### config.mk
export PLATFORM = sky130hd
export DESIGN_NAME = operand_fetch_stage
export DESIGN_NICKNAME = d
export VERILOG_FILES = /design/src/rtl/of_pkg.sv /design/src/rtl/sb_counter_bank.sv /design/src/rtl/operand_fetch_stage.sv
export SDC_FILE = /design/constraint.sdc
export NUM_CORES = 1
export LEC_CHECK = 0
export BUFFER_PORTS_ARGS = -buffer_cell sky130_fd_sc_hd__buf_2
export CELL_PAD_IN_SITES_DETAIL_PLACEMENT = 1
export CELL_PAD_IN_SITES_GLOBAL_PLACEMENT = 2
export CORE_ASPECT_RATIO = 1.4
export CORE_UTILIZATION = 30
export CTS_BUF_LIST = sky130_fd_sc_hd__clkbuf_2
export DETAILED_ROUTE_END_ITERATION = 6
export GPL_TIMING_DRIVEN = 0
export PLACE_DENSITY_LB_ADDON = 0.15
export SLEW_MARGIN = 20
export SYNTH_ARGS = -nofsm -noshare
export SYNTH_HDL_FRONTEND = slang
export SYNTH_SLANG_ARGS = --single-unit
### constraint.sdc
create_clock -name CLK -period 4.1 [get_ports CLK]
set_input_delay 0.205 -clock CLK [delete_from_list [all_inputs] [get_ports CLK]]
set_output_delay 0.205 -clock CLK [all_outputs]
set_load 0.1 [all_outputs]
### src/rtl/of_pkg.sv
// ---------------------------------------------------------------------------
// of_pkg
//   Shared types and constants for the operand-fetch stage and its pending-write
//   scoreboard. Register selects are 4 bits wide and data words are 16 bits,
//   matching the 16x16 register file the stage sits in front of.
// ---------------------------------------------------------------------------
package of_pkg;

  localparam int NREGS = 16;
  localparam int REGW  = 4;
  localparam int WORDW = 16;

  typedef logic [REGW-1:0]  regsel_t;
  typedef logic [WORDW-1:0] word_t;

  // True when an enabled port addresses the given register.
  function automatic logic sel_hit(input logic en, input regsel_t sel, input regsel_t r);
    return en && (sel == r);
  endfunction

endpackage

### src/rtl/sb_counter_bank.sv
// ---------------------------------------------------------------------------
// sb_counter_bank
//   One pending-write counter per architectural register. An issued writer
//   increments its destination counter and a snooped writeback decrements it.
//   A simultaneous increment and decrement of the same register cancel out.
//   A writeback to a register with no outstanding writer leaves the count at
//   zero and sets a sticky error flag that only reset clears.
// Ports
//   CLK, RST          clock, synchronous active-high reset
//   inc_en, inc_sel   increment strobe and target register
//   dec_en, dec_sel   decrement strobe and target register
//   pend              current count for every register
//   err               sticky underflow flag
// ---------------------------------------------------------------------------
module sb_counter_bank
  import of_pkg::*;
#(
  parameter int PENDW = 2
) (
  input  logic                         CLK,
  input  logic                         RST,
  input  logic                         inc_en,
  input  regsel_t                      inc_sel,
  input  logic                         dec_en,
  input  regsel_t                      dec_sel,
  output logic [NREGS-1:0][PENDW-1:0]  pend,
  output logic                         err
);

  localparam logic [PENDW-1:0] PEND_ZERO = {PENDW{1'b0}};
  localparam logic [PENDW-1:0] PEND_MAX  = {PENDW{1'b1}};
  localparam logic [PENDW-1:0] PEND_ONE  = PENDW'(1);

  logic [NREGS-1:0][PENDW-1:0] pend_r;
  logic [NREGS-1:0][PENDW-1:0] pend_nxt_s;
  logic                        err_r;
  logic                        err_hit_s;

  // Next-count computation for every register from the inc/dec strobes.
  always_comb begin
    pend_nxt_s = pend_r;
    err_hit_s  = 1'b0;
    for (int r = 0; r < NREGS; r++) begin
      case ({sel_hit(inc_en, inc_sel, regsel_t'(r)), sel_hit(dec_en, dec_sel, regsel_t'(r))})
        2'b10: begin
          // Issue logic never lets a counter reach this point at max; saturate anyway.
          if (pend_r[r] != PEND_MAX) begin
            pend_nxt_s[r] = pend_r[r] + PEND_ONE;
          end else begin
            pend_nxt_s[r] = pend_r[r];
          end
        end
        2'b01: begin
          if (pend_r[r] != PEND_ZERO) begin
            pend_nxt_s[r] = pend_r[r] - PEND_ONE;
          end else begin
            pend_nxt_s[r] = pend_r[r];
            err_hit_s     = 1'b1;
          end
        end
        default: begin
          pend_nxt_s[r] = pend_r[r];
        end
      endcase
    end
  end

  // Counter state and sticky error flag.
  always_ff @(posedge CLK) begin
    if (RST) begin
      pend_r <= '0;
      err_r  <= 1'b0;
    end else begin
      pend_r <= pend_nxt_s;
      err_r  <= err_r | err_hit_s;
    end
  end

  assign pend = pend_r;
  assign err  = err_r;

endmodule

### src/rtl/operand_fetch_stage.sv
// ---------------------------------------------------------------------------
// operand_fetch_stage
//   Issue / operand-fetch stage in front of the 16x16 register file. Read
//   selects go straight to the register file; returned data (or same-cycle
//   writeback data when that writeback retires the last outstanding writer)
//   is captured into a one-deep registered output stage. A pending-write
//   scoreboard blocks issue on read-after-write and on a destination whose
//   counter is already full.
// Ports
//   CLK, RST                      clock, synchronous active-high reset
//   in_valid/in_ready             upstream handshake
//   in_rs1/in_rs2/in_rd/in_rd_wen instruction register fields
//   in_tag                        opaque tag carried to the output
//   rsel1/rsel2, rdat1/rdat2      register file read port
//   wb_wen/wb_sel/wb_dat          snoop of the register file write port
//   out_valid/out_ready           downstream handshake
//   out_op1/out_op2/out_rd/out_rd_wen/out_tag  registered operands and fields
//   sb_err                        sticky: writeback with no outstanding writer
// ---------------------------------------------------------------------------
module operand_fetch_stage
  import of_pkg::*;
#(
  parameter int TAGW  = 8,
  parameter int PENDW = 2
) (
  input  logic            CLK,
  input  logic            RST,
  input  logic            in_valid,
  output logic            in_ready,
  input  regsel_t         in_rs1,
  input  regsel_t         in_rs2,
  input  regsel_t         in_rd,
  input  logic            in_rd_wen,
  input  logic [TAGW-1:0] in_tag,
  output regsel_t         rsel1,
  output regsel_t         rsel2,
  input  word_t           rdat1,
  input  word_t           rdat2,
  input  logic            wb_wen,
  input  regsel_t         wb_sel,
  input  word_t           wb_dat,
  output logic            out_valid,
  input  logic            out_ready,
  output word_t           out_op1,
  output word_t           out_op2,
  output regsel_t         out_rd,
  output logic            out_rd_wen,
  output logic [TAGW-1:0] out_tag,
  output logic            sb_err
);

  localparam logic [PENDW-1:0] PEND_ZERO = {PENDW{1'b0}};
  localparam logic [PENDW-1:0] PEND_MAX  = {PENDW{1'b1}};
  localparam logic [PENDW-1:0] PEND_ONE  = PENDW'(1);

  logic [NREGS-1:0][PENDW-1:0] pend_s;
  logic [PENDW-1:0]            pend_rs1_s;
  logic [PENDW-1:0]            pend_rs2_s;
  logic [PENDW-1:0]            pend_rd_s;
  logic                        fwd1_s;
  logic                        fwd2_s;
  logic                        raw1_s;
  logic                        raw2_s;
  logic                        waw_s;
  logic                        hazard_s;
  logic                        in_ready_s;
  logic                        accept_s;
  logic                        err_s;
  word_t                       op1_s;
  word_t                       op2_s;

  logic                        out_valid_r;
  word_t                       out_op1_r;
  word_t                       out_op2_r;
  regsel_t                     out_rd_r;
  logic                        out_rd_wen_r;
  logic [TAGW-1:0]             out_tag_r;

  assign rsel1 = in_rs1;
  assign rsel2 = in_rs2;

  assign pend_rs1_s = pend_s[in_rs1];
  assign pend_rs2_s = pend_s[in_rs2];
  assign pend_rd_s  = pend_s[in_rd];

  // Hazard, forwarding and handshake decisions. All scoreboard reads use the
  // current count, so an instruction that reads its own destination sees the
  // value before its own increment.
  always_comb begin
    // Forward only when this writeback retires the last outstanding writer;
    // an older writeback would hand over stale data.
    fwd1_s = sel_hit(wb_wen, wb_sel, in_rs1) && (pend_rs1_s == PEND_ONE);
    fwd2_s = sel_hit(wb_wen, wb_sel, in_rs2) && (pend_rs2_s == PEND_ONE);

    raw1_s = (pend_rs1_s != PEND_ZERO) && !fwd1_s;
    raw2_s = (pend_rs2_s != PEND_ZERO) && !fwd2_s;

    // A full counter may still accept a new writer when a writeback to the
    // same register frees a slot in the same cycle.
    waw_s = in_rd_wen && (pend_rd_s == PEND_MAX) && !sel_hit(wb_wen, wb_sel, in_rd);

    hazard_s   = raw1_s | raw2_s | waw_s;
    in_ready_s = (!out_valid_r || out_ready) && !hazard_s;
    accept_s   = in_valid && in_ready_s;

    if (fwd1_s) begin
      op1_s = wb_dat;
    end else begin
      op1_s = rdat1;
    end

    if (fwd2_s) begin
      op2_s = wb_dat;
    end else begin
      op2_s = rdat2;
    end
  end

  sb_counter_bank #(
    .PENDW (PENDW)
  ) u_sb (
    .CLK     (CLK),
    .RST     (RST),
    .inc_en  (accept_s && in_rd_wen),
    .inc_sel (in_rd),
    .dec_en  (wb_wen),
    .dec_sel (wb_sel),
    .pend    (pend_s),
    .err     (err_s)
  );

  // Output pipeline register: load on accept, drain on downstream ready,
  // otherwise hold.
  always_ff @(posedge CLK) begin
    if (RST) begin
      out_valid_r  <= 1'b0;
      out_op1_r    <= '0;
      out_op2_r    <= '0;
      out_rd_r     <= '0;
      out_rd_wen_r <= 1'b0;
      out_tag_r    <= '0;
    end else if (accept_s) begin
      out_valid_r  <= 1'b1;
      out_op1_r    <= op1_s;
      out_op2_r    <= op2_s;
      out_rd_r     <= in_rd;
      out_rd_wen_r <= in_rd_wen;
      out_tag_r    <= in_tag;
    end else if (out_ready) begin
      out_valid_r  <= 1'b0;
    end
  end

  assign in_ready   = in_ready_s;
  assign out_valid  = out_valid_r;
  assign out_op1    = out_op1_r;
  assign out_op2    = out_op2_r;
  assign out_rd     = out_rd_r;
  assign out_rd_wen = out_rd_wen_r;
  assign out_tag    = out_tag_r;
  assign sb_err     = err_s;

endmodule

==> results of run 1 <==
==> routing by layer <==
metal  GRT usage [%]  wire length, um  up-vias
met5               0                0        -
met4           11.80             1189        0
met3           3.620             1014       62
met2           45.44            13820      197
met1           25.37             9915     3267
li1                -                -     3104
==> Yosys cell counts, types with 2 or more instances <==
master	n
mux2i_1	17
buf_4	9
buf_1	7
mux2_2	22
a221o_1	2
nand2b_1	44
mux4_2	28
or4_1	5
dfxtp_1	79
nand3_1	57
or3_1	12
nor3_1	43
nand3b_1	5
a21o_1	11
mux2_1	10
nor3b_1	2
ha_1	32
a2111oi_0	2
o2bb2ai_1	5
a21boi_0	5
nor2b_1	53
and3_1	3
a31oi_1	2
nor4_1	5
a22o_1	2
inv_1	36
nor2_1	55
clkbuf_1	42
nand2_1	15
xor2_1	6
o22ai_1	18
and2_1	2
buf_2	14
a221oi_1	2
o21ai_0	37
o22a_1	3
a21oi_1	60
a22oi_1	6
xnor2_1	3
==> cells by family (layout without fill, tap and decap cells) <==
| group | after synthesis | after routing | share of synthesized area [%] |
|---|---|---|---|
| AO/OA/AOI/OAI | 157 | 157 | 14.91 |
| adder cells (fa/ha/maj) | 32 | 32 | 6.380 |
| AND/OR/NAND/NOR | 307 | 307 | 26.48 |
| XOR/XNOR | 9 | 9 | 1.256 |
| buffers and inverters | 108 | 298 | 7.277 |
| multiplexers | 77 | 77 | 18.50 |
| other | 0 | 1 | 0 |
| flip-flops | 79 | 79 | 25.20 |
==> worst max-delay path by stage <==
stage                                    start             endpoint  slack (ps)  depth (start not counted)
global placement                     wb_sel[3]  u_sb.err$_SDFF_PP0_       -1080                         16
finish               u_sb.pend[8]$_SDFFE_PP0P_  u_sb.err$_SDFF_PP0_          20                         11
floorplan                            in_rs1[3]  u_sb.err$_SDFF_PP0_         130                         14
global route        u_sb.pend[10]$_SDFFE_PP0P_  u_sb.err$_SDFF_PP0_           1                         12
detailed placement                   wb_sel[3]  u_sb.err$_SDFF_PP0_       -1120                         16
CTS                 u_sb.pend[10]$_SDFFE_PP0P_  u_sb.err$_SDFF_PP0_           1                         13
==> layout make-up <==
class                      count  share of cell area (%)
clock buffer                  10                  0.6193
buffer                        61                   3.669
tap                          256                   3.963
antenna                        1                 0.03096
multi-input combinational    582                   54.27
clock inverter                 6                  0.8360
inverter                      36                   1.672
sequential                    79                   20.33
timing repair buffer         185                   14.62
==> repair_timing <==
item | in CTS | in global routing
pin swaps | 7 | 7
gates resized for setup | 59 | 10
setup endpoints to repair | 2 | 1
setup buffers | 24 | 4
endpoints found under the hold margin | 27 | 0
hold buffers | 37 | 0
==> placed cells by master (no fill, tap or decap), types with 36 or more instances in the layout <==
| master | count |
|---|---|
| a21oi_1 | 60 |
| buf_2 | 132 |
| buf_4 | 37 |
| dfxtp_1 | 58 |
| dlygate4sd3_1 | 37 |
| inv_1 | 36 |
| nand2b_1 | 44 |
| nand3_1 | 56 |
| nor2_1 | 55 |
| nor2b_1 | 48 |
| nor3_1 | 43 |
| o21ai_0 | 37 |
==> power by group through the flow <==
stage / logic [mW] / registers [mW] / clock network, mW
2_1_floorplan: 0.285 / 1.07 / 0
3_3_place_gp: 0.672 / 0.839 / 0
3_5_place_dp: 0.683 / 0.841 / 0
4_1_cts: 0.733 / 0.826 / 0.506
5_1_grt: 0.773 / 0.829 / 0.533
6_report: 0.735 / 0.825 / 0.486
==> critical path, cell delays in order, from the launching register on <==
cell and delay [ps]:
dfxtp_2 440, mux4_2 490, mux4_2 490, a221o_1 350, nand4b_4 280, buf_6 200
buf_4 140, or3_1 370, ha_1 220, nor2b_1 160, a211oi_1 640, a31oi_1 190
==> flip-flops by register name, summed over array words and instances, names as in the netlist <==
name / count
out_op1: 16
out_op2: 16
out_rd: 4
out_rd_wen: 1
out_tag: 8
out_valid: 1
u_sb.err: 1
u_sb.pend: 32
==> through the flow <==
stage          std cells  util [%]  hold WS [ps]  power, mW
2_1_floorplan        769         -         360.3      1.350
3_3_place_gp        1145     35.14         455.6      1.511
3_5_place_dp        1145     35.17         469.0      1.524
6_report            1216     39.46         26.98      2.045
5_1_grt             1216     39.46         6.630      2.135
4_1_cts             1211     39.09        0.5652      2.065
==> flow_summary_export.csv, run 1 <==
group,metric,value,unit
critical_path,worstPathMaxFanout,9,
routing,wl,25940,um
yosys,yosysTopAreaCell,"dfxtp_1",
yosys,async_flop_share,0,%
hold_path,min_to,"out_rd[3]$_SDFFE_PP0N_",
floorplan,die_h,173.1,um
power,p_int,1.165,mW
yosys,synthCells,769,
timing,setup_slack,22.01,ps
routing,ant_nets,0,
routing,via_per_inst,5.452,
critical_path,critical_path_arrival,4600,ps
routing,drtPass1Iterations,5,
yosys,ys_ff_latch,79,
placement,pre_cts_ws,-1120,ps
critical_path,required,4620,ps
global_route,antenna_found_initial,1,
global_route,grt_start_max_net_pins,15,
timing,final_hold_viol_count,0,
power,swShare,43.03,%
global_route,grt_overflow,0,
floorplan,rows,62,
critical_path,reg2reg_depth,11,
critical_path,critPathCaptureType,"flip-flop",
critical_path,start_kind,"flip-flop",
placement,hpwl,19200,um
yosys,syn_nets,879,
cts,numCtsBuffers,9,
yosys,synth_edf_count,0,
floorplan,dieArea,21510,um^2
timing,max_slew.worst_pin.slew,1075,ps
yosys,synth_ff_type,"dfxtp_1",
placement,placed_area,7203,um^2
critical_path,reg2reg_from,"u_sb.pend[8]$_SDFFE_PP0P_",
final_layout,layout.nets,1064,
placement,io_buffers,120,
power,powerDensity,253.1,nW/um^2
cts,clk_latency,640,ps
cts,cts-root-buf,"clkbuf_2",
yosys,syn_area,6276,um^2
timing,setup_violations,0,
timing,grt_setup_unrepaired,"no",
timing,slew_viol_final,0,
floorplan,ios,134,
floorplan,start_util,30.65,%
power,pwr-share-clk,23.8,%
yosys,yosysTopAreaCellShare,25.20,%
power,ir_worst_vdd,0.09703,mV
floorplan,core_area,20480,um^2
yosys,synth-warning-count,0,
cts,clk_pin_slew,290,ps
final_layout,multi_input_area,4385,um^2
power,p_leak,3.268,nW
hold_path,whs_path_depth,3,
timing,finalCritPeriodShare,99.46,%
critical_path,worstSetupPathType,"reg -> reg",
final_layout,fin_area,8082,um^2
timing,max-slew-margin-rel,28.33,%
power,comb_power_share,35.9,%
yosys,synth-seq-area-share,25.20,%
global_route,grt_pass1_vias,7054,
hold_path,worstHoldStart,"in_rd[3]",
status,outcome,"finished clean",
yosys,netlist_top_cells_area,"dfxtp_1 25%, mux4_2 10%, ha_1 6.4%",
timing,max_freq,0.2452,GHz
routing,drc,0,
global_route,grt_use_total,23.96,%
power,seqPwrFrac,40.3,%
yosys,post_synth_num_cell_types,47,
cts,clkSinkCount,79,
critical_path,timing.rr.end,"u_sb.err$_SDFF_PP0_",
timing,setup_tns,0,ps
job,cap_violations,0,
routing,dr.first_iter.drc_count,297,
final_layout,register_area,1643,um^2
cts,cts.htree.levels,3,
final_layout,drive_gt1_share,29.41,%
cts,clockBufferDepth,2,
final_layout,fillers,2485,
routing,wl_per_cell,21.33,um
floorplan,die_w,124.2,um
yosys,synth_area_per_cell,8.161,um^2
routing,vias,6630,
cts,tritoncts,"yes",
timing,fin_crit,4078,ps
power,switching_power,0.8799,mW
final_layout,area_growth,28.77,%
hold_path,hold_path_class,"in -> reg",
global_route,grt_pass1_wl,39750,um
timing,skew,44.62,ps
critical_path,r2r_slack,20,ps
placement,globalplace.congestion,0.8459,
(Power assumes the default switching activity.)
==> run 2: changes to the inputs <==
Settings changed: BUFFER_PORTS_ARGS -buffer_cell sky130_fd_sc_hd__buf_2 to not set, CORE_UTILIZATION 30 to 35, DONT_BUFFER_PORTS set to 1.
==> run 2 against run 1 <==
  * Combinational power shrank 38%
  * Critical endpoint unchanged
  * Global-route usage grew 3.5 points
  * Final cell count shrank 9.6%
  * Utilization grew 4.6 points
  * Critical path type unchanged
  * Clock-buffer cell count is the same
  * Power grew 0.50%
  * Clock power grew 11%
  * Via count shrank 6.2%
  * Routed wire length shrank 4.3%
  * Largest power group unchanged
==> flow_summary_export.csv, run 2 (synthesis results as in run 1) <==
group,metric,value,unit
critical_path,critical_path_arrival,4560,ps
floorplan,rows,57,
routing,ant_nets,0,
floorplan,dieArea,18480,um^2
cts,tritoncts,"yes",
critical_path,crit_chain,"mux4_2 > mux4_2 > a221o_1 > nand4b_4 > buf_4 > buf_4 > or4_1 > ha_1 > a22o_1 > a211oi_1 > a31oi_1",
power,ir_worst_vdd,0.1326,mV
final_layout,layout_commonest_cell,"a21oi_1",
global_route,grt_overflow,0,
power,p_leak,2.858,nW
final_layout,final_cell_mix,"60 x a21oi_1, 58 x dlygate4sd3_1, 56 x nand3_1, 56 x dfxtp_1, 55 x nor2_1",
timing,setup_tns,0,ps
routing,vias,6220,
critical_path,critPathCaptureType,"flip-flop",
hold_path,whs_path_depth,3,
final_layout,multi_input_area,4375,um^2
placement,globalplace.congestion,0.8785,
routing,dr.first_iter.drc_count,320,
hold_path,min_to,"out_rd[3]$_SDFFE_PP0N_",
critical_path,timing.rr.end,"u_sb.err$_SDFF_PP0_",
cts,numCtsBuffers,9,
floorplan,ios,134,
final_layout,largest_reg_flops,32,
timing,fin_crit,4036,ps
cts,cts.htree.levels,3,
job,cap_violations,0,
global_route,grt_pass1_wl,37700,um
placement,io_buffers,0,
critical_path,worstPathMaxFanout,4,
final_layout,register_area,1643,um^2
global_route,antenna_found_initial,1,
floorplan,die_h,160.4,um
final_layout,fillers,2092,
critical_path,slowest_stage,"a211oi_1",
critical_path,reg2reg_from,"u_sb.pend[20]$_SDFFE_PP0P_",
routing,wl_per_cell,22.59,um
timing,hold-worst-slack,57.63,ps
placement,hpwl,17910,um
floorplan,die_w,115.2,um
cts,clk_latency,620,ps
hold_path,hold_path_class,"in -> reg",
timing,setup_slack,64.14,ps
timing,slew_viol_final,0,
timing,finalCritPeriodShare,98.44,%
global_route,grt_use_total,27.50,%
critical_path,r2r_slack,60,ps
hold_path,worstHoldStart,"in_rd[3]",
critical_path,required,4630,ps
timing,final_hold_viol_count,0,
final_layout,drive_gt1_share,18.91,%
floorplan,core_area,17470,um^2
routing,drtPass1Iterations,4,
global_route,grt_pass1_vias,6821,
critical_path,critPathLaunch,"u_sb.pend[20]$_SDFFE_PP0P_",
critical_path,slowest_delay,500,ps
global_route,grt_start_max_net_pins,15,
cts,clkSinkCount,79,
routing,via_per_inst,5.660,
cts,cts-root-buf,"clkbuf_2",
timing,setup_violations,0,
power,p_total,2.055,mW
critical_path,reg2reg_depth,11,
power,powerDensity,266.9,nW/um^2
timing,max_slew.worst_pin.slew,1006,ps
floorplan,start_util,35.92,%
timing,max_freq,0.2478,GHz
timing,skew,29.14,ps
routing,drc,0,
final_layout,area_growth,22.69,%
placement,pre_cts_ws,-1433,ps
cts,clockBufferDepth,2,
status,outcome,"finished clean",
timing,grt_setup_unrepaired,"yes",
timing,max-slew-margin-rel,32.87,%
critical_path,start_kind,"flip-flop",
routing,wl,24820,um
final_layout,layout.nets,967,
cts,clk_pin_slew,260,ps
critical_path,worstSetupPathType,"reg -> reg",
-- run 2: worst max-delay path by stage --
| stage | endpoint | slack [ps] | depth (start not counted) |
|---|---|---|---|
| detailed placement | u_sb.err$_SDFF_PP0_ | -1430 | 16 |
| CTS | u_sb.err$_SDFF_PP0_ | 20 | 13 |
| finish | u_sb.err$_SDFF_PP0_ | 60 | 11 |
| floorplan | u_sb.err$_SDFF_PP0_ | 130 | 14 |
| global route | u_sb.err$_SDFF_PP0_ | -40 | 13 |
| global placement | u_sb.err$_SDFF_PP0_ | -1380 | 16 |
-- run 2: cell type report --
type                            instances  area share [%]
Clock inverter                          6           1.219
Clock buffer                           10          0.6500
Sequential cell                        79           21.34
Multi-Input combinational cell        582           56.82
Timing Repair Buffer                   88           10.50
Inverter                               36           1.755
Tap cell                              236           3.835
Antenna cell                            1         0.03250
Buffer                                 61           3.851
-- run 2: where the power goes --
part           switching [mW]  total, mW  internal (mW)
clock network           0.333      0.541          0.208
registers               0.261       1.06          0.799
logic                   0.260      0.454          0.193
-- run 2: through the flow --
| stage | area (um^2) | cells | util (%) |
|---|---|---|---|
| after floorplan | 6276 | 769 | - |
| after global placement | 6571 | 1005 | 37.61 |
| after detailed placement | 6578 | 1005 | 37.64 |
| after CTS | 7545 | 1086 | 43.18 |
| after global routing | 7700 | 1099 | 44.07 |
| final | 7700 | 1099 | 44.07 |
-- run 2: worst max-delay path: cells and delay by family (launching register included) --
family | cells | cell delay, ps
buf+inv | 2 | 330
flops | 1 | 420
compound gates | 4 | 1240
mux | 2 | 950
fa+ha+maj | 1 | 260
simple gates | 2 | 730
-- run 2: timing repair --
action                     in CTS  in global routing
setup endpoints to repair       1                  1
hold buffers                   58                  0
hold endpoints to repair       42                  0
setup buffers                  18                 12
gates resized for setup        52                 17
pin swaps                       7                  7
-- run 2: layer usage --
metal | up-vias | global-route usage (%) | wire length (um)
met5 | - | 0 | 0
met4 | 0 | 16.00 | 1363
met3 | 66 | 4.226 | 1190
met2 | 194 | 52.68 | 13250
met1 | 3053 | 27.28 | 9021
li1 | 2907 | - | -
